==> src/rtl/sram_test_pkg.sv <==
// Shared definitions for the SRAM test sequencer: bus widths, sequencer
// states and the data-pattern mode codes.
package sram_test_pkg;

    localparam int ADDR_W = 19;
    localparam int DATA_W = 8;

    typedef enum logic [2:0] {
        IDLE     = 3'd0,
        WR_ISSUE = 3'd1,
        WR_WAIT  = 3'd2,
        RD_ISSUE = 3'd3,
        RD_WAIT  = 3'd4,
        DONE     = 3'd5
    } state_t;

    localparam logic [1:0] MODE_ADDR    = 2'd0;
    localparam logic [1:0] MODE_CHECKER = 2'd1;
    localparam logic [1:0] MODE_SOLID   = 2'd2;
    localparam logic [1:0] MODE_HASH    = 2'd3;

endpackage

==> src/rtl/sram_test_pattern.sv <==
// Expected-data generator: maps an address to the byte the test writes there
// and later expects to read back, for the selected pattern mode and seed.
module sram_test_pattern
    import sram_test_pkg::*;
(
    input  logic [1:0]        mode,
    input  logic [DATA_W-1:0] seed,
    input  logic [ADDR_W-1:0] addr,
    output logic [DATA_W-1:0] exp
);

    logic [2:0] w_unusedAddrHi;
    assign w_unusedAddrHi = addr[ADDR_W-1:16];

    // Pattern selection; every pattern is finally XORed with the seed.
    always_comb begin
        exp = '0;
        case (mode)
            MODE_ADDR:    exp = addr[7:0] ^ seed;
            MODE_CHECKER: exp = (addr[0] ? 8'hAA : 8'h55) ^ seed;
            MODE_SOLID:   exp = seed;
            MODE_HASH:    exp = ~(addr[7:0] ^ addr[15:8]) ^ seed;
            default:      exp = seed;
        endcase
    end

endmodule

==> src/rtl/sram_test_seq.sv <==
// SRAM test sequencer: writes a pattern to addresses 0..LAST_ADDR, reads it
// back through the SRAM controller, counts mismatches and records the first.
// Each access is ISSUE (one cycle to raise mem, one cycle with mem high) then
// WAIT (first cycle ignores ready, then exits on the first ready=1).
module sram_test_seq
    import sram_test_pkg::*;
#(
    parameter logic [ADDR_W-1:0] LAST_ADDR = 19'h7FFFF
) (
    input  logic              clk,
    input  logic              reset_n,
    input  logic              start,
    input  logic [1:0]        mode,
    input  logic [DATA_W-1:0] seed,
    output logic              mem,
    output logic              rw,
    output logic [ADDR_W-1:0] addr,
    output logic [DATA_W-1:0] data_f2s,
    input  logic              ready,
    input  logic [DATA_W-1:0] data_s2f_r,
    output logic              busy,
    output logic              done,
    output logic              pass,
    output logic [15:0]       err_count,
    output logic [ADDR_W-1:0] first_err_addr,
    output logic [DATA_W-1:0] first_err_exp,
    output logic [DATA_W-1:0] first_err_act
);

    state_t            r_state;
    logic              r_issued;
    logic              r_waitFirst;
    logic [1:0]        r_mode;
    logic [DATA_W-1:0] r_seed;
    logic              r_mem;
    logic              r_rw;
    logic [ADDR_W-1:0] r_addr;
    logic [DATA_W-1:0] r_dataF2s;
    logic              r_busy;
    logic              r_done;
    logic              r_pass;
    logic [15:0]       r_errCount;
    logic [ADDR_W-1:0] r_firstErrAddr;
    logic [DATA_W-1:0] r_firstErrExp;
    logic [DATA_W-1:0] r_firstErrAct;

    logic [ADDR_W-1:0] w_nextAddr;
    logic [ADDR_W-1:0] w_patAddr;
    logic [1:0]        w_patMode;
    logic [DATA_W-1:0] w_patSeed;
    logic [DATA_W-1:0] w_exp;
    logic              w_mismatch;
    logic              w_waitExit;

    assign w_nextAddr = r_addr + 19'd1;
    assign w_mismatch = (data_s2f_r != w_exp);
    assign w_waitExit = !r_waitFirst && ready;

    // One pattern generator serves three purposes: exp(0) from the live inputs
    // at start, exp(next address) when advancing the write pass, and
    // exp(current address) for the read-back compare.
    always_comb begin
        w_patMode = r_mode;
        w_patSeed = r_seed;
        w_patAddr = w_nextAddr;
        case (r_state)
            IDLE, DONE: begin
                w_patMode = mode;
                w_patSeed = seed;
                w_patAddr = '0;
            end
            RD_WAIT: w_patAddr = r_addr;
            default: ;
        endcase
    end

    sram_test_pattern u_pattern (
        .mode (w_patMode),
        .seed (w_patSeed),
        .addr (w_patAddr),
        .exp  (w_exp)
    );

    // Sequencer state machine with all outputs registered.
    always_ff @(posedge clk or negedge reset_n) begin
        if (!reset_n) begin
            r_state        <= IDLE;
            r_issued       <= 1'b0;
            r_waitFirst    <= 1'b0;
            r_mode         <= '0;
            r_seed         <= '0;
            r_mem          <= 1'b0;
            r_rw           <= 1'b1;
            r_addr         <= '0;
            r_dataF2s      <= '0;
            r_busy         <= 1'b0;
            r_done         <= 1'b0;
            r_pass         <= 1'b0;
            r_errCount     <= '0;
            r_firstErrAddr <= '0;
            r_firstErrExp  <= '0;
            r_firstErrAct  <= '0;
        end else begin
            case (r_state)
                IDLE, DONE: begin
                    if (start) begin
                        r_mode         <= mode;
                        r_seed         <= seed;
                        r_errCount     <= '0;
                        r_firstErrAddr <= '0;
                        r_firstErrExp  <= '0;
                        r_firstErrAct  <= '0;
                        r_addr         <= '0;
                        r_rw           <= 1'b0;
                        r_dataF2s      <= w_exp;
                        r_done         <= 1'b0;
                        r_pass         <= 1'b0;
                        r_busy         <= 1'b1;
                        r_issued       <= 1'b0;
                        r_state        <= WR_ISSUE;
                    end
                end
                WR_ISSUE, RD_ISSUE: begin
                    if (r_issued) begin
                        r_mem       <= 1'b0;
                        r_issued    <= 1'b0;
                        r_waitFirst <= 1'b1;
                        r_state     <= (r_state == WR_ISSUE) ? WR_WAIT : RD_WAIT;
                    end else if (ready) begin
                        r_mem    <= 1'b1;
                        r_issued <= 1'b1;
                    end
                end
                WR_WAIT: begin
                    r_waitFirst <= 1'b0;
                    if (w_waitExit) begin
                        if (r_addr == LAST_ADDR) begin
                            r_addr  <= '0;
                            r_rw    <= 1'b1;
                            r_state <= RD_ISSUE;
                        end else begin
                            r_addr    <= w_nextAddr;
                            r_dataF2s <= w_exp;
                            r_state   <= WR_ISSUE;
                        end
                    end
                end
                RD_WAIT: begin
                    r_waitFirst <= 1'b0;
                    if (w_waitExit) begin
                        if (w_mismatch) begin
                            if (r_errCount != 16'hFFFF) begin
                                r_errCount <= r_errCount + 16'd1;
                            end
                            if (r_errCount == 16'd0) begin
                                r_firstErrAddr <= r_addr;
                                r_firstErrExp  <= w_exp;
                                r_firstErrAct  <= data_s2f_r;
                            end
                        end
                        if (r_addr == LAST_ADDR) begin
                            r_done  <= 1'b1;
                            r_pass  <= (r_errCount == 16'd0) && !w_mismatch;
                            r_busy  <= 1'b0;
                            r_state <= DONE;
                        end else begin
                            r_addr  <= w_nextAddr;
                            r_state <= RD_ISSUE;
                        end
                    end
                end
                default: r_state <= IDLE;
            endcase
        end
    end

    assign mem            = r_mem;
    assign rw             = r_rw;
    assign addr           = r_addr;
    assign data_f2s       = r_dataF2s;
    assign busy           = r_busy;
    assign done           = r_done;
    assign pass           = r_pass;
    assign err_count      = r_errCount;
    assign first_err_addr = r_firstErrAddr;
    assign first_err_exp  = r_firstErrExp;
    assign first_err_act  = r_firstErrAct;

endmodule

==> config.mk <==
export PLATFORM = sky130hd
export DESIGN_NAME = sram_test_seq
export DESIGN_NICKNAME = d
export VERILOG_FILES = /design/src/rtl/sram_test_pkg.sv /design/src/rtl/sram_test_pattern.sv /design/src/rtl/sram_test_seq.sv
export SDC_FILE = /design/constraint.sdc
export NUM_CORES = 1
export LEC_CHECK = 0
export ABC_AREA = 1
export BUFFER_PORTS_ARGS = -buffer_cell sky130_fd_sc_hd__buf_2
export CORE_MARGIN = 4
export CORE_UTILIZATION = 51
export DETAILED_ROUTE_END_ITERATION = 16
export GPL_TIMING_DRIVEN = 0
export HOLD_SLACK_MARGIN = 0.15
export PLACE_DENSITY = 0.73
export SETUP_SLACK_MARGIN = 0.02
export SLEW_MARGIN = 15
export SYNTH_ARGS = -nofsm -noshare
export SYNTH_HDL_FRONTEND = slang
export SYNTH_SLANG_ARGS = --single-unit
==> constraint.sdc <==
create_clock -name clk -period 4.58 [get_ports clk]
set_input_delay 0.687 -clock clk [delete_from_list [all_inputs] [get_ports clk]]
set_output_delay 0.687 -clock clk [all_outputs]
set_load 0.03 [all_outputs]
== Word level (Yosys, flattened, before mapping) ==
Index checks and enable logic that the tools add are counted.

* Register bits after elaboration: 98
* Bits of input ports: 22
* Word-level logic and storage cells: 132

* Add/subtract/negate cells: 2
* Equal/unequal tests: 22
* Multiplexer cells: 60
* Bitwise gates (word level): 5
* Reduce and logical (&&, ||, !) cells: 27

{| class="wikitable"
|+ Operators by type and width
! kind !! count
|-
| $mux W19 || 8
|-
| $mux W8 || 12
|-
| $mux W16 || 4
|-
| $pmux W16 S2 || 2
|-
| $pmux W19 S3 || 1
|-
| $pmux W8 S2 || 3
|-
| $pmux W19 S2 || 1
|-
| $pmux W8 S4 || 1
|-
| $xor A8 B8 Y8 || 4
|-
| $ne A2 B2 Y1 const B || 11
|-
| $add A19 B1 Y19 const B || 1
|-
| $eq A19 B19 Y1 const B || 1
|-
| $mux W3 || 6
|-
| $add A16 B1 Y16 const B || 1
|-
| $logic_not A16 Y1 || 1
|-
| $ne A16 B16 Y1 const B || 1
|-
| $reduce_and A4 Y1 || 4
|-
| $reduce_and A5 Y1 || 3
|-
| $mux W1 || 13
|-
| $pmux W1 S2 || 6
|-
| $pmux W3 S4 || 1
|-
| $reduce_bool A2 Y1 || 5
|-
| $ne A8 B8 Y1 || 1
|-
| $not A8 Y8 || 1
|-
| 13 further kinds || 24
|}

== Longest topological paths before layout ==
Gate-level depths: netlist of run 1.

* Depth after elaboration: 13
* Depth in mapped cells: 24

== Modules after synthesis ==
From an unflattened synthesis of run 1, not the netlist that was laid out.

* Cells, all modules: 894
* Area total of the unflattened synthesis: 6,223.5 um^2

{| class="wikitable"
|+ Modules (own cells, without submodules)
! module !! instances !! cells each !! area each (um^2) !! seq. area each (um^2)
|-
| sram_test_seq || 1 || 783 || 5,733.0 || 2,453.6
|-
| sram_test_pattern || 1 || 111 || 490.5 || 0.0
|}

== Worst setup path after synthesis of run 1 ==
OpenSTA, ideal clock, no wires.

* Path type: reg-to-reg
* Start: reg r_addr[0], in the netlist addr[0]
* End: reg r_errCount[11], in the netlist err_count[11]
* Library setup time: 0.118 ns
* Arrival: 2.521 ns
* Data required time: 4.462 ns
* Slack: 1.940 ns
* Stages on the path, launching flop included: 24
* Cells stage by stage: dfrtp_1 ha_1 nand3_1 nor2_1 nand2_1 inv_1 nand2_1 nand3_1 nand2_1 nand2_1 nand3_1 nand2_1 nand2_1 nand2_1 nand2_1 nand2_1 nand2_1 nand2_1 nor2_1 nand2_2 nand2_2 buf_4 nand2_1 nand2_1

* Longest elaborated chain between the ends: 9
* Elaborated cells between the ends (all ways): 12
* Classes of those cells: add/sub: 1; eq/ne: 2; mux: 3; bitwise: 5; reduce/logical: 1

{| class="wikitable"
|+ Ends and longest elaborated chain
! what !! RTL line !! RTL
|-
| from (decl) || sram_test_seq.sv:37 || <nowiki>logic [ADDR_W-1:0] r_addr;</nowiki>
|-
| from (signal assigned) || sram_test_seq.sv:142 || <nowiki>r_addr <= w_nextAddr;</nowiki>
|-
| from (signal assigned) || sram_test_seq.sv:167 || <nowiki>r_addr <= w_nextAddr;</nowiki>
|-
| $add A19 B1 Y19 || sram_test_seq.sv:55 || <nowiki>assign w_nextAddr = r_addr + 19'd1;</nowiki>
|-
| $pmux W16 S2 * || sram_test_seq.sv:66 || <nowiki>case (r_state)</nowiki>
|-
| $xor A8 B8 Y8 || sram_test_pattern.sv:22 || <nowiki>MODE_HASH: exp = ~(addr[7:0] ^ addr[15:8]) ^ seed;</nowiki>
|-
| $not A8 Y8 || sram_test_pattern.sv:22 ||
|-
| $xor A8 B8 Y8 || sram_test_pattern.sv:22 ||
|-
| $pmux W8 S4 * || sram_test_pattern.sv:18 || <nowiki>case (mode)</nowiki>
|-
| $ne A8 B8 Y1 * || sram_test_seq.sv:56 || <nowiki>assign w_mismatch = (data_s2f_r != w_exp);</nowiki>
|-
| $ne A2 B2 Y1 (no line) * || n/a ||
|-
| $reduce_and A5 Y1 (no line) * || n/a ||
|-
| to (signal assigned) || sram_test_seq.sv:153 || <nowiki>r_errCount <= r_errCount + 16'd1;</nowiki>
|-
| to (decl) || sram_test_seq.sv:42 || <nowiki>logic [15:0] r_errCount;</nowiki>
|}

Every way passes the cells marked *; elsewhere a longest branch is shown, timed or not.
A chain may end at the register's enable or synchronous reset.

== Final worst setup path of run 1 ==
* Start: reg r_addr[0], in the netlist addr[0]
* End: reg r_errCount[14], in the netlist err_count[14]

Same word-level chain as after synthesis.

==> results.json, run 1 <==
{
  "clockBufferDepth": 2,
  "critical_path_class": "reg2reg",
  "finalHoldViolCount": 0,
  "worst_setup_path_end_kind": "flip-flop",
  "cp.required_ns": 4.87,
  "synth_top_flop_cell": "dfrtp_1",
  "power_mw": 4.360,
  "drv_cap": 0,
  "drive_above_1_share_pct": 15.71,
  "whs_ns": 0.2617,
  "synth_xor_area_share_pct": 0.4527,
  "ant_nets": 0,
  "via_count": 5906,
  "routed_wl_um": 16550,
  "core_area_mm2": 0.01098,
  "cts_resized": 0,
  "cts_inserted_buffers": 9,
  "fin_skew_ns": 0.007002,
  "finalCritPeriodShare_pct": 68.61,
  "power.density_mw_per_mm2": 634.7,
  "synth_seq_cells": 98,
  "io_buffers": 104,
  "critPathMaxFanout": 10,
  "cts_setup_buffers": 0,
  "synth_mux_area_share_pct": 0.8623,
  "yosys.area.top_type_share_pct": 41.82,
  "synth.avg_cell_area_um2": 6.805,
  "async_flop_share_pct": 100.0,
  "grt_pass1_wl_um": 27230,
  "die_x_um": 114.7,
  "finalSetupTns_ns": 0,
  "root_buffer": "clkbuf_16",
  "syn2layout_area_growth_pct": 18.34,
  "setup_viol": 0,
  "peakVddDrop_mv": 0.4017,
  "rows": 38,
  "netlist_top_cells_count": "304 x nand2_1, 110 x nand3_1, 97 x dfrtp_1",
  "synthAdderAreaFrac_pct": 0.6467,
  "grt_pass1_vias": 5436,
  "drt_iter0_markers": 624,
  "synth.distinct_cells": 37,
  "die-area_mm2": 0.01315,
  "synthCells": 853,
  "max_freq_ghz": 0.3182,
  "timing.rr.end": "err_count[14]",
  "overflow": 0,
  "reg2reg_slack_ns": 1.44,
  "yosysWarnings": 0,
  "cp.arrival_ns": 3.43,
  "dp_hpwl_um": 12610,
  "synth-simple-area-share_pct": 38.78,
  "viasPerCell": 5.302,
  "r2r-start": "addr[0]",
  "drc": 0,
  "gp_congestion": 0.9635,
  "drv_slew": 0,
  "yosysMostFrequentCell": "nand2_1",
  "min-delay-path-class": "in2async",
  "diodes": 0,
  "cts_sinks": 98,
  "status": "finished, final reports clean",
  "power_leakage_nw": 3.762,
  "postCtsHoldBufs": 0,
  "synth_top_cell_by_area": "dfrtp_1",
  "rsz0062_at_grt": "false",
  "synth_edf_count": 0,
  "die_h_um": 114.7,
  "ys_seq_area_share_pct": 42.27,
  "finalCriticalPeriod_ns": 3.142,
  "clkSlewWorstSetupHoldPaths_ns": 0.07,
  "clk_latency_ns": 0.35,
  "nets": 994,
  "worstRegToRegCells": 22,
  "io_pins": 105,
  "final.fill_count": 1036,
  "track_usage_pct": 26.45,
  "synth.net_count": 878,
  "cts_tree": "built",
  "drtPass1Iterations": 8,
  "crit_path_start_kind": "flip-flop",
  "htreeDepth": 3,
  "routedWlPerCell_um": 14.86,
  "slew_headroom_pct": 52.41,
  "antenna_found_initial": 0,
  "start_util_pct": 52.85,
  "synth_top_family_by_area": "simple AND/OR/NAND/NOR gates",
  "grt_max_degree": 52,
  "tightest_slew_ns": 0.7131,
  "synth_compound_area_share_pct": 8.170,
  "synth_top_cells_by_area": "dfrtp_1 42%, nand2_1 20%, nand3_1 9.5%",
  "syn-cell-area_mm2": 0.005804
}
registers in the layout, indices dropped and copies added, names as in the netlist:
register / flops
data_f2s: 8
pass: 1
first_err_exp: 8
mem: 1
r_issued: 1
rw: 1
first_err_act: 8
err_count: 16
r_state: 3
r_waitFirst: 1
addr: 19
r_mode: 2
r_seed: 8
busy: 1
first_err_addr: 19
done: 1
how the worst max path moves through the flow:
| stage | from | endpoint | cells past startpoint |
|---|---|---|---|
| after floorplan | addr[0] | err_count[11] | 23 |
| after global placement | addr[0] | err_count[8] | 23 |
| after detailed placement | addr[0] | err_count[14] | 22 |
| after CTS | addr[0] | err_count[14] | 22 |
| after global routing | addr[0] | err_count[14] | 22 |
| final | addr[0] | err_count[14] | 22 |
worst max-delay path, stage by stage (launching register included):
cell and delay (ns):
dfrtp_1 0.45, ha_1 0.26, nand3_1 0.16, nor2_1 0.27
nand2_1 0.11, inv_1 0.09, nand2_1 0.07, nand3_1 0.16
nand2_1 0.08, nand2_1 0.06, nand3_1 0.07, nand2_1 0.10
nand3b_1 0.11, nand2_1 0.13, nand2_1 0.06, nand2_1 0.06
nand2_1 0.05, nor2_1 0.11, nand2_2 0.17, nand2_2 0.19
buf_4 0.20, nand2_1 0.06, nand2_1 0.06
metrics by stage:
stage / instances / cell area [um^2] / util (%) / setup slack, ns
2_1_floorplan: 853 / 5804 / - / 1.940
3_3_place_gp: 1097 / 6500 / 59.18 / 1.564
3_5_place_dp: 1098 / 6534 / 59.49 / 1.482
4_1_cts: 1114 / 6869 / 62.54 / 1.456
5_1_grt: 1114 / 6869 / 62.54 / 0.9528
6_report: 1114 / 6869 / 62.54 / 1.438
placed cells by master, fill, tap and decap left out, drive strengths merged:
cell / n
a21oi: 23
a311oi: 1
a31oi: 2
buf: 123
bufinv: 3
clkbuf: 20
clkinv: 2
clkinvlp: 1
dfrtp: 97
dfstp: 1
ha: 3
inv: 99
mux2i: 5
nand2: 309
nand3: 110
nand3b: 7
nand4: 9
nor2: 83
nor3: 9
nor3b: 1
nor4: 1
o2111ai: 2
o21a: 2
o21ai: 47
o21bai: 3
o221ai: 1
o22ai: 4
or2: 3
xnor2: 1
xor2: 2
power by group:
part	switching, mW	internal [mW]	leakage [nW]	total, mW
registers	0.0999	1.04	1.32	1.14
logic	1.68	0.683	2.28	2.36
clock network	0.328	0.533	0.160	0.862
total	2.11	2.25	3.76	4.36
cell families after synthesis:
| family | Yosys count |
|---|---|
| AND/OR/NAND/NOR | 532 |
| buffers and inverters | 127 |
| flip-flops | 98 |
| AO/OA/AOI/OAI | 85 |
| multiplexers | 5 |
| XOR/XNOR | 3 |
| adder cells (fa/ha/maj) | 3 |
routing by layer:
metal / GRT usage, % / up-vias / share of wire, %
met2: 38.96 / 258 / 42
li1: - / 2954 / -
met4: 11.48 / 0 / 3.0
met1: 37.85 / 2656 / 46
met3: 5.180 / 38 / 8.6
met5: 0 / - / 0
cell type report:
class	count	area [um^2]	share of cell area (%)
Clock inverter	5	102.6	1.494
Multi-Input combinational cell	628	2839	41.33
Inverter	100	375.4	5.464
Tap cell	140	175.2	2.550
Clock buffer	11	232.7	3.388
Timing Repair Buffer	105	554.3	8.069
Buffer	27	136.4	1.985
Sequential cell	98	2454	35.72
Note: power is estimated with default switching activity, not from simulation.
==> inputs of run 2 (changes only) <==
--- a/config.mk
+++ b/config.mk
@@ -5,7 +5,7 @@
 export SDC_FILE = /design/constraint.sdc
 export NUM_CORES = 1
 export LEC_CHECK = 0
-export ABC_AREA = 1
+export ABC_AREA = 0
 export BUFFER_PORTS_ARGS = -buffer_cell sky130_fd_sc_hd__buf_2
 export CORE_MARGIN = 4
 export CORE_UTILIZATION = 51
==> constraint.sdc (replaced) <==
create_clock -name clk -period 3.2 [get_ports clk]
set_input_delay 0.48 -clock clk [delete_from_list [all_inputs] [get_ports clk]]
set_output_delay 0.48 -clock clk [all_outputs]
set_load 0.03 [all_outputs]
==> results.json, run 2 <==
{
  "drive_above_1_share_pct": 37.97,
  "grt_max_degree": 58,
  "clkSlewWorstSetupHoldPaths_ns": 0.11,
  "rsz0062_at_grt": "true",
  "cp.required_ns": 3.49,
  "min-delay-path-class": "in2reg",
  "synth.distinct_cells": 63,
  "layout_common_cells": "104 x buf_2, 84 x dfrtp_1, 81 x nand2_1",
  "diodes": 0,
  "drv_slew": 0,
  "finalCritPeriodShare_pct": 101.9,
  "viasPerCell": 6.072,
  "finalCriticalPeriod_ns": 3.260,
  "peakVddDrop_mv": 0.4659,
  "synthCells": 633,
  "syn2layout_area_growth_pct": 32.78,
  "core_area_mm2": 0.01089,
  "final_cells": 946,
  "tightest_slew_ns": 0.7180,
  "critPathMaxFanout": 7,
  "final.fill_count": 859,
  "die-area_mm2": 0.01290,
  "fin_ws_ns": -0.06037,
  "worstHoldEndpoint": "first_err_act[5]",
  "cts_sinks": 98,
  "status": "finished, violations left",
  "die_h_um": 113.6,
  "power.density_mw_per_mm2": 807.9,
  "r2r-start": "addr[0]",
  "grt_pass1_wl_um": 28640,
  "rows": 38,
  "finalHoldViolCount": 0,
  "cts_inserted_buffers": 9,
  "io_buffers": 104,
  "synth_edf_count": 0,
  "synth_seq_cells": 98,
  "syn-cell-area_mm2": 0.005687,
  "routedWlPerCell_um": 19.40,
  "drv_cap": 0,
  "die_x_um": 113.6,
  "dp_hpwl_um": 12830,
  "gp_congestion": 0.9699,
  "via_count": 5744,
  "start_util_pct": 52.23,
  "netlist_top_cells_count": "97 x dfrtp_1, 85 x nand2_1, 61 x o21ai_0",
  "drtPass1Iterations": 5,
  "pre_cts_ws_ns": -0.5159,
  "synth.net_count": 658,
  "worstRegToRegCells": 12,
  "track_usage_pct": 28.08,
  "timing.rr.end": "first_err_addr[0]",
  "hold_start": "data_s2f_r[5]",
  "worst_setup_path_end_kind": "flip-flop",
  "synth_top_cells_by_area": "dfrtp_1 43%, nand2_1 5.6%, o21ai_0 5.4%",
  "cp.arrival_ns": 3.55,
  "io_pins": 105,
  "clockBufferDepth": 2,
  "antenna_found_initial": 0,
  "routed_wl_um": 18350,
  "reg2reg_slack_ns": -0.06,
  "slew_headroom_pct": 52.13,
  "synth.avg_cell_area_um2": 8.984,
  "synth_top_flop_cell": "dfrtp_1",
  "synth_top_cell_by_area": "dfrtp_1",
  "regArea_mm2": 0.002470,
  "drc": 0,
  "violations": "setup timing",
  "drt_iter0_markers": 563,
  "ant_nets": 0,
  "htreeDepth": 3,
  "power_leakage_nw": 3.592,
  "critical_path_class": "reg2reg",
  "min_delay_path_depth": 3,
  "crit_path_start_kind": "flip-flop",
  "yosys.area.top_type_share_pct": 42.68,
  "cts_tree": "built",
  "async_flop_share_pct": 100.0,
  "root_buffer": "clkbuf_8",
  "yosysWarnings": 0,
  "multi_input_area_mm2": 0.003334,
  "nets": 826,
  "placed_cells": 878,
  "yosysMostFrequentCell": "dfrtp_1",
  "grt_pass1_vias": 5531,
  "fin_skew_ns": 0.01987,
  "ys_seq_area_share_pct": 43.15,
  "clk_latency_ns": 0.41,
  "max_freq_ghz": 0.3067,
  "final_common_cell": "buf_2",
  "overflow": 0,
  "setup_viol": 5
}
==> run 2: layout make-up <==
class	instances	area share, %
multi-input cells	471	44.16
flip-flops and latches	98	32.71
repair buffers	164	13.67
plain buffers	35	3.546
well taps	140	2.320
clock buffers	9	1.640
inverters	22	1.094
clock inverters	7	0.8616
==> run 2: kinds of logic (layout without fill, tap and decap cells) <==
kind of cell	Yosys count	count (layout)	synth area share [%]
simple gates	227	227	20.68
fa+ha+maj	3	3	0.6601
xor+xnor	26	26	4.004
buf+inv	64	237	4.994
flops	98	98	43.15
compound gates	184	184	20.79
mux	31	31	5.721
==> run 2: worst max path at each step <==
stage               startpoint  cells after the start           endpoint
finish                 addr[0]                     12  first_err_addr[0]
floorplan              addr[5]                     12  first_err_addr[0]
detailed placement  r_state[1]                     14      err_count[12]
global route        r_state[2]                     13  first_err_addr[0]
CTS                    addr[1]                     12  first_err_addr[0]
global placement    r_state[1]                     14       err_count[0]
==> run 2: worst max-delay path, stage by stage, from the launching register on <==
cell,delay [ns]
dfrtp_2,0.45
buf_4,0.15
and4_4,0.28
nand3_4,0.11
or3_4,0.39
and4_4,0.21
or4_4,0.46
nand3_4,0.11
nand4b_4,0.17
o31ai_4,0.27
buf_6,0.17
buf_6,0.12
mux2_4,0.29
==> run 2: power by group <==
part	total, mW	internal, mW	leakage, nW	switching (mW)
clock network	0.799	0.303	0.0947	0.496
logic	3.71	1.52	2.21	2.20
registers	1.59	1.45	1.29	0.138
total	6.10	3.27	3.59	2.83
==> run 2: repair_timing <==
action | in CTS | in global routing
resized for setup | 57 | 68
hold endpoints to repair | 40 | 0
hold buffers | 1 | 0
buffers inserted | 40 | 15
pin swaps | 16 | 25
endpoints found under the setup margin | 66 | 63
gates cloned | 0 | 3
==> run 2: per-layer routing <==
layer	GRT usage, %	wire length (um)
met5	0	0
met3	6.048	1200
met1	37.58	7868
met2	45.58	8856
met4	9.215	426
==> run 2: metrics by stage <==
stage | cell area [um^2] | util, % | TNS (ns) | hold WS, ns | total power [mW]
floorplan | 5776 | - | 0 | 0.1844 | 3.774
global placement | 6471 | 59.43 | -18.79 | 0.4600 | 4.442
detailed placement | 6505 | 59.74 | -22.45 | 0.4254 | 4.501
global route | 7551 | 69.35 | -1.508 | 0.3091 | 6.425
finish | 7551 | 69.35 | -0.1203 | 0.3175 | 6.100
CTS | 7189 | 66.03 | 0 | 0.3115 | 5.693
==> inputs of run 3 (changes only) <==
--- a/config.mk
+++ b/config.mk
@@ -7,12 +7,14 @@
 export LEC_CHECK = 0
 export ABC_AREA = 0
 export BUFFER_PORTS_ARGS = -buffer_cell sky130_fd_sc_hd__buf_2
+export CELL_PAD_IN_SITES_DETAIL_PLACEMENT = 1
+export CELL_PAD_IN_SITES_GLOBAL_PLACEMENT = 2
 export CORE_MARGIN = 4
-export CORE_UTILIZATION = 51
+export CORE_UTILIZATION = 34
 export DETAILED_ROUTE_END_ITERATION = 16
 export GPL_TIMING_DRIVEN = 0
 export HOLD_SLACK_MARGIN = 0.15
-export PLACE_DENSITY = 0.73
+export PLACE_DENSITY = 0.79
 export SETUP_SLACK_MARGIN = 0.02
 export SLEW_MARGIN = 15
 export SYNTH_ARGS = -nofsm -noshare
==> results.json, run 3 (synthesis results as in run 2) <==
{
  "status": "finished, violations left",
  "violations": "setup timing",
  "fin_util_pct": 50.36,
  "timing.rr.end": "first_err_exp[6]",
  "crit_path_start_kind": "flip-flop",
  "drv_slew": 0,
  "cts_sinks": 98,
  "drv_cap": 0,
  "clkSlewWorstSetupHoldPaths_ns": 0.07,
  "fin_ws_ns": -0.08340,
  "layout_common_cells": "103 x buf_2, 83 x dfrtp_1, 64 x nand2_1",
  "drive_above_1_share_pct": 43.01,
  "finalHoldViolCount": 0,
  "cp_top_family": "simple AND/OR/NAND/NOR gates",
  "die_h_um": 137.3,
  "tightest_slew_ns": 0.9628,
  "cp.arrival_ns": 3.57,
  "min_delay_path_depth": 3,
  "viasPerCell": 5.605,
  "max_freq_ghz": 0.3046,
  "cp_num_buf_inv": 5,
  "gp_congestion": 0.9240,
  "track_usage_pct": 22.75,
  "cp.required_ns": 3.48,
  "io_pins": 105,
  "final_common_cell": "buf_2",
  "root_buffer": "clkbuf_16",
  "nets": 843,
  "slew_headroom_pct": 35.26,
  "reg2reg_slack_ns": -0.08,
  "cts_tree": "built",
  "drc": 0,
  "drt_iter0_markers": 339,
  "antenna_found_initial": 0,
  "power.density_mw_per_mm2": 855.1,
  "worstHoldEndpoint": "first_err_act[7]",
  "via_count": 5846,
  "overflow": 0,
  "rsz0062_at_grt": "true",
  "core_area_mm2": 0.01647,
  "critical_path_class": "reg2reg",
  "hold_start": "data_s2f_r[7]",
  "final.fill_count": 1860,
  "critical_path.max_stage_delay_ns": 0.41,
  "routedWlPerCell_um": 21.28,
  "ant_nets": 0,
  "clk_latency_ns": 0.37,
  "drtPass1Iterations": 5,
  "path_cells": "buf_4, nor3b_4, buf_4, nor2_1, o2bb2ai_2, or3_4, a32o_2, xnor2_2, nand4_2, buf_6, o31ai_4, buf_6, buf_8, nand2_1, o21ai_1",
  "peakVddDrop_mv": 0.4402,
  "die-area_mm2": 0.01886,
  "diodes": 0,
  "power_leakage_nw": 3.905,
  "syn2layout_area_growth_pct": 45.83,
  "critPathMaxFanout": 10,
  "grt_pass1_wl_um": 33350,
  "cpMaxStageDelayCell": "dfrtp_1",
  "grt_pass1_vias": 5879,
  "htreeDepth": 3,
  "worstRegToRegCells": 15,
  "cts_inserted_buffers": 9,
  "io_buffers": 104,
  "finalCritPeriodShare_pct": 102.6,
  "min-delay-path-class": "in2reg",
  "setup_viol": 43,
  "finalCriticalPeriod_ns": 3.283,
  "r2r-start": "r_state[1]",
  "start_util_pct": 34.54,
  "rows": 47,
  "worst_setup_path_end_kind": "flip-flop",
  "pre_cts_ws_ns": -0.6786,
  "grt_max_degree": 71,
  "routed_wl_um": 22190,
  "clockBufferDepth": 2,
  "fin_skew_ns": 0.008061,
  "dp_hpwl_um": 15000,
  "die_x_um": 137.3
}
-- run 3: cell types whose count changed in the layout (fill, tap and decap cells not counted), sizes merged --
cell / before / now
bufbuf: 0 / 1
clkbuf: 26 / 24
dlymetal6s2s: 0 / 1
inv: 27 / 23
bufinv: 0 / 3
buf: 181 / 199
-- run 3: final cells by class --
type / instances / area [um^2] / area share (%)
clock buffer: 10 / 239.0 / 2.882
buffer: 35 / 312.8 / 3.772
multi-input combinational: 471 / 3532 / 42.59
tap: 220 / 275.3 / 3.319
sequential: 98 / 2471 / 29.80
clock inverter: 6 / 111.4 / 1.343
timing repair buffer: 181 / 1269 / 15.30
inverter: 22 / 82.58 / 0.9958
-- run 3: stage by stage --
| step | hold WS, ns | instance area (um^2) | cells | TNS, ns | total power, mW |
|---|---|---|---|---|---|
| 6_report | 0.3665 | 8293 | 1043 | -1.243 | 7.091 |
| 3_5_place_dp | 0.3832 | 6605 | 958 | -33.39 | 4.614 |
| 5_1_grt | 0.3735 | 8293 | 1043 | -6.098 | 7.490 |
| 2_1_floorplan | 0.1844 | 5776 | 633 | 0 | 3.774 |
| 3_3_place_gp | 0.4590 | 6571 | 957 | -28.54 | 4.514 |
| 4_1_cts | 0.3684 | 7657 | 1019 | 0 | 6.517 |
-- run 3: repair_timing --
item / 4_1_cts / 5_1_grt
endpoints found under the setup margin: 71 / 63
hold buffers: 1 / 0
endpoints found under the hold margin: 27 / 0
cloned: 1 / 2
buffers inserted: 49 / 23
gates resized for setup: 82 / 111
pin swaps: 22 / 26
-- run 3: how the worst max path moves through the flow --
stage,startpoint,to,slack [ns],depth (start not counted)
5_1_grt,addr[0],first_err_exp[6],-0.17,14
3_5_place_dp,addr[0],addr[8],-0.68,13
6_report,r_state[1],first_err_exp[6],-0.08,15
2_1_floorplan,addr[5],first_err_addr[0],0.03,12
4_1_cts,r_state[2],err_count[9],0.02,12
3_3_place_gp,addr[0],addr[5],-0.65,13
-- run 3: layer usage --
metal  up-vias  part of all wire, %  GRT usage (%)
met1      2988                   44          30.33
met4         0                  2.2          7.594
met5         -                    0              0
met3        39                  4.7          3.068
met2       157                   49          38.15
li1       2662                    -              -
-- run 3: where the power goes --
group,total [mW],internal [mW],switching [mW]
clock,1.31,0.787,0.520
combinational,4.18,1.78,2.40
sequential,1.60,1.45,0.147
-- run 3: worst min-delay path: stages --
cell	delay, ns
buf_2	0.12
nand2_1	0.05
o21ai_1	0.05
